[src/rtl/ctrl_pkg.sv]
// Shared types and constants for the RL routing node packet controller.
package ctrl_pkg;

  localparam int WORD_WIDTH = 16;
  localparam logic [WORD_WIDTH-1:0] NULL_WORD = 16'hFFFF;

  typedef enum logic [2:0] {
    PKT_HB   = 3'd0,
    PKT_CHE  = 3'd1,
    PKT_INV  = 3'd2,
    PKT_MR   = 3'd3,
    PKT_CHTS = 3'd4,
    PKT_DATA = 3'd5,
    PKT_SOS  = 3'd6,
    PKT_NONE = 3'd7
  } pkt_type_t;

  typedef struct packed {
    logic kch;
    logic mni;
    logic qtu_fmb;
    logic nbr;
    logic reward;
    logic iam_dest;
  } ctrl_en_t;

endpackage

[src/rtl/ctrl_decode.sv]
// Combinational map from filtered packet type (plus header matches) to storage enables.
module ctrl_decode
  import ctrl_pkg::*;
(
  input  logic [2:0] pkt_type,
  input  logic       mr_match,
  input  logic       dest_match,
  output logic       en_kch,
  output logic       en_mni,
  output logic       en_qtu_fmb,
  output logic       en_nbr,
  output logic       en_reward,
  output logic       iam_dest
);

  always_comb begin
    en_kch     = 1'b0;
    en_mni     = 1'b0;
    en_qtu_fmb = 1'b0;
    en_nbr     = 1'b0;
    en_reward  = 1'b0;
    iam_dest   = 1'b0;
    case (pkt_type_t'(pkt_type))
      PKT_HB: begin
        en_qtu_fmb = 1'b1;
        en_nbr     = 1'b1;
      end
      PKT_CHE, PKT_CHTS: en_mni = 1'b1;
      PKT_INV, PKT_SOS:  en_kch = 1'b1;
      // Only route-reply MR packets that name our current CH refresh the neighbor table.
      PKT_MR:            en_nbr = mr_match;
      PKT_DATA: begin
        iam_dest   = dest_match;
        en_reward  = dest_match;
        en_qtu_fmb = dest_match;
      end
      default: ;
    endcase
  end

endmodule

[src/rtl/controller.sv]
// Per-node packet controller: registered storage enables, destination flag and slotted send grant.
module controller #(
  parameter int                    WORD_WIDTH = ctrl_pkg::WORD_WIDTH,
  parameter logic [WORD_WIDTH-1:0] NULL_WORD  = ctrl_pkg::NULL_WORD
) (
  input  logic                  clk,
  input  logic                  nrst,
  input  logic [2:0]            fPacketType,
  input  logic [WORD_WIDTH-1:0] fHopsFromCH,
  input  logic [WORD_WIDTH-1:0] fChosenCH,
  input  logic [WORD_WIDTH-1:0] fTimeslot,
  input  logic [WORD_WIDTH-1:0] destinationID,
  input  logic                  channel_clear,
  input  logic [WORD_WIDTH-1:0] myTimeslot,
  input  logic [WORD_WIDTH-1:0] myNodeID,
  input  logic                  role,
  input  logic                  iHaveData,
  input  logic [WORD_WIDTH-1:0] chosenCH,
  output logic                  en_KCH,
  output logic                  en_MNI,
  output logic                  en_QTU_FMB,
  output logic                  en_neighborTable,
  output logic                  en_reward,
  output logic                  iAmDestination,
  output logic                  okToSend
);

  ctrl_pkg::ctrl_en_t en_d, en_q;
  logic send_pending_d, send_pending_q;
  logic ok_to_send_d, ok_to_send_q;
  logic mr_match, dest_match, slot_ok, send_set;
  logic unused_hops;

  // Hop count travels with the packet but plays no part in the decode.
  assign unused_hops = ^fHopsFromCH;

  assign mr_match   = (fChosenCH == chosenCH);
  assign dest_match = (destinationID == myNodeID);

  ctrl_decode u_dec (
    .pkt_type   (fPacketType),
    .mr_match   (mr_match),
    .dest_match (dest_match),
    .en_kch     (en_d.kch),
    .en_mni     (en_d.mni),
    .en_qtu_fmb (en_d.qtu_fmb),
    .en_nbr     (en_d.nbr),
    .en_reward  (en_d.reward),
    .iam_dest   (en_d.iam_dest)
  );

  always_comb begin
    slot_ok        = (myTimeslot == NULL_WORD) ? 1'b1 : (fTimeslot == myTimeslot);
    ok_to_send_d   = send_pending_q & channel_clear & slot_ok;
    // Members relay data addressed to them toward their CH.
    send_set       = iHaveData | (en_d.iam_dest & ~role);
    // A new request in the grant cycle survives the clear.
    send_pending_d = send_set | (send_pending_q & ~ok_to_send_d);
  end

  always_ff @(posedge clk or negedge nrst) begin
    if (!nrst) begin
      en_q           <= '0;
      send_pending_q <= 1'b0;
      ok_to_send_q   <= 1'b0;
    end else begin
      en_q           <= en_d;
      send_pending_q <= send_pending_d;
      ok_to_send_q   <= ok_to_send_d;
    end
  end

  assign en_KCH           = en_q.kch;
  assign en_MNI           = en_q.mni;
  assign en_QTU_FMB       = en_q.qtu_fmb;
  assign en_neighborTable = en_q.nbr;
  assign en_reward        = en_q.reward;
  assign iAmDestination   = en_q.iam_dest;
  assign okToSend         = ok_to_send_q;

endmodule

[config.mk]
export PLATFORM = sky130hd
export DESIGN_NAME = controller
export DESIGN_NICKNAME = d
export VERILOG_FILES = /design/src/rtl/ctrl_pkg.sv /design/src/rtl/ctrl_decode.sv /design/src/rtl/controller.sv
export SDC_FILE = /design/constraint.sdc
export NUM_CORES = 1
export LEC_CHECK = 0
export ABC_AREA = 1
export CORE_MARGIN = 2
export CORE_UTILIZATION = 33
export CTS_BUF_LIST = sky130_fd_sc_hd__clkbuf_4
export CTS_CLUSTER_DIAMETER = 120
export CTS_CLUSTER_SIZE = 12
export DETAILED_ROUTE_END_ITERATION = 8
export PLACE_DENSITY_LB_ADDON = 0.08
export SYNTH_ARGS = -nofsm -noshare
export SYNTH_HDL_FRONTEND = slang
export SYNTH_SLANG_ARGS = --single-unit
[constraint.sdc]
create_clock -name clk -period 1.8 [get_ports clk]
set_input_delay 0.18 -clock clk [delete_from_list [all_inputs] [get_ports clk]]
set_output_delay 0.18 -clock clk [all_outputs]
set_load 0.005 [all_outputs]
==> summary.md <==
| Metric | Value |
|---|---|
| Status | `completed` |
| I/O pins | `127` |
| Vias post-DR | `1789` |
| Reg clk slew, reported paths | `0.06 ns` |
| Final setup viols | `0` |
| Comb pwr share | `0.576` |
| Number of cells on the critical path | `1` |
| Clock group share of total power | `0.214` |
| Peak supply drop | `0.136 mV` |
| WL final | `3720 um` |
| Pwr dens | `312 nW/um^2` |
| Die area | `4470 um^2` |
| Max-cap violations | `0` |
| Clock sinks | `7` |
| Crit path DAT | `1.18 ns` |
| Hold buffers post-CTS | `0` |
| Final ANT Viol Nets | `0` |
| Clock Path Buffers | `2` |
| WP data required | `1.62 ns` |
| # port buffers | `110` |
| First-pass DRT Iterations | `4` |
| CP Capture Type | `primary output` |
| Largest stage delay, worst path | `0.54 ns` |
| R2R cell count | `5` |
| Gpl congestion | `0.814` |
| Fin area | `2490 um^2` |
| CP bufs+invs | `1` |
| Final Hold Fails | `0` |
| Type of the tightest min-delay check | `primary input to asynchronous set/reset pin` |
| Gr ovfl total | `0` |
| Setup Fix Bufs, Post-CTS | `0` |
| Antenna violations before repair | `0` |
| Sequential share of the synthesized area | `0.134` |
| Number of global-route vias before repair | `1610` |
| Sequential power share | `0.210` |
| P_int | `0.000548 W` |
| Net Switching | `0.000228 W` |
| CTS Root Buffer Type | `clkbuf_4` |
| Critical path startpoint category | `flip-flop` |
| Slew HR | `0.788` |
| CP top delay family | `buffers and inverters` |
| Average wire per standard cell | `9.01 um` |
| CTS HTree Levels | `1` |
| HPWL after DPL | `3430 um` |
| Initial core utilization | `0.349` |
| Static Leak | `1.26 nW` |
| DRT iter0 DRCs | `21` |
| Core ar. | `3740 um^2` |
| Placed Area | `2460 um^2` |
| Crit-path slowest cell | `clkdlybuf4s50_1` |
| Syn Std Cell Area | `1310 um^2` |
| Setup TNS | `0 ns` |
| Drt via density | `4.33` |
| Worst-Margin Slew | `0.317 ns` |
| FF+latch count, synth | `7` |
| Area Overhead vs Synth | `90.7%` |
| Clock skew | `0.00636 ns` |
| Largest fanout of any net on the critical path | `2` |
| Drt drc | `0` |
| Hold_ws | `0.172 ns` |
| Height of the die | `66.9 um` |
| Standard-cell row count | `22` |
| Layout cells sized above 1 | `0.0658` |
| Final Max Tran Viols | `0` |
| Synth cell types | `25` |
| R2r setup slk | `1.08 ns` |
| Die width | `66.9 um` |
| Synthesized net count | `372` |
| Total Routing Usage GR | `0.171` |
| Fillers | `356` |
| Sw frac | `0.294` |
| CTS tree | `done` |
| Yosys warnings | `0` |
| First-pass GRT wire length | `5950 um` |
| TritonCTS buffer count | `3` |
| Largest net degree at the start of global routing | `8` |
| Crit-path cells | `clkdlybuf4s50_1` |
| Crit path kind | `flip-flop to primary output` |
| Mapped Cells | `252` |
| Total Nets Final | `486` |
| Share of the clock period used by the worst path | `0.758` |
| RSZ-0062 raised after global routing | `no` |
| Synth Area per Inst | `5.18 um^2` |
| Cts repair resizes | `0` |
| Period minus WS final | `1.36 ns` |
| Diodes inserted | `0` |
| Max Freq | `733 MHz` |
| Clk_lat worst skew | `0.26 ns` |
-- per-stage QoR --
stage	total power [W]	instances	utilization	setup slack, ns
3_5_place_dp	0.000616	409	0.657	0.284
4_1_cts	0.000787	413	0.665	0.432
6_report	0.000776	413	0.665	0.436
2_1_floorplan	0.000328	252	-	0.934
5_1_grt	0.000835	413	0.665	0.409
3_3_place_gp	0.000608	409	0.657	0.304
-- sequential cells by signal (all words and copies together) (netlist names) --
register and flops:
okToSend 1, en_KCH 1, en_QTU_FMB 1, en_neighborTable 1, en_reward 1, en_MNI 1, send_pending_q 1
-- worst paths after layout --
kind                                            end                      from
hold / removal                     en_KCH$_DFF_PN0_                      nrst
hold reg to reg            send_pending_q$_DFF_PN0_  send_pending_q$_DFF_PN0_
min in group clk           send_pending_q$_DFF_PN0_                 iHaveData
max in group asynchronous      en_QTU_FMB$_DFF_PN0_                      nrst
setup reg to reg           send_pending_q$_DFF_PN0_  send_pending_q$_DFF_PN0_
setup / recovery                     iAmDestination       en_reward$_DFF_PN0_
-- cell type report --
cell class / count / area, um^2 / share of cell area
timing repair buffer: 110 / 1100 / 0.442
multi-input combinational: 188 / 912 / 0.367
clock buffer: 4 / 30.0 / 0.0121
sequential: 7 / 175 / 0.0704
inverter: 56 / 210 / 0.0845
tap: 48 / 60.1 / 0.0241
-- synthesized netlist by cell type, drive strengths merged --
cell / count / area, um^2
a211oi: 1 / 7.51
nand3: 7 / 57.6
nand4: 8 / 50.1
nor3: 2 / 10.0
nor2: 52 / 213
nand2: 87 / 332
and3b: 1 / 8.76
inv: 56 / 210
nor3b: 2 / 15.0
xor2: 3 / 26.3
buf: 1 / 7.51
a21oi: 2 / 10.0
o21ai: 3 / 15.0
xnor2: 12 / 113
o2111ai: 2 / 17.5
dfrtp: 7 / 175
or2: 6 / 37.5
-- cells in the final DEF, fill, tap and decap left out, types with 3 or more instances in the layout --
| cell type | n |
|---|---|
| xnor2_1 | 11 |
| inv_2 | 5 |
| nand2_1 | 85 |
| o21ai_0 | 3 |
| xor2_1 | 3 |
| nor2_2 | 7 |
| inv_1 | 51 |
| nand3_1 | 4 |
| clkdlybuf4s50_1 | 110 |
| nor2_1 | 45 |
| dfrtp_1 | 7 |
| nand4_1 | 8 |
| clkbuf_4 | 4 |
-- cells by family after synthesis --
kind of cell	count (synthesis)	share of synthesized area
and+or+nand+nor	165	0.554
buffers and inverters	57	0.167
xor gates and xnor gates	15	0.106
AOI/OAI and AO/OA	8	0.0384
DFF	7	0.134
-- power by group through the flow --
stage	Sequential [W]	Combinational, W	Clock, W
floorplan	0.000166	0.000162	0
global placement	0.000166	0.000443	0
detailed placement	0.000166	0.000450	0
CTS	0.000163	0.000452	0.000172
global route	0.000163	0.000498	0.000174
finish	0.000163	0.000447	0.000166
-- routing by layer --
layer	vias to the layer above	share of wire	GRT usage
met3	3	0.11	0.0355
met5	-	0	0
met1	746	0.39	0.174
li1	971	-	-
met4	0	0.0097	0.0740
met2	69	0.50	0.330
(Power assumes the default switching activity.)
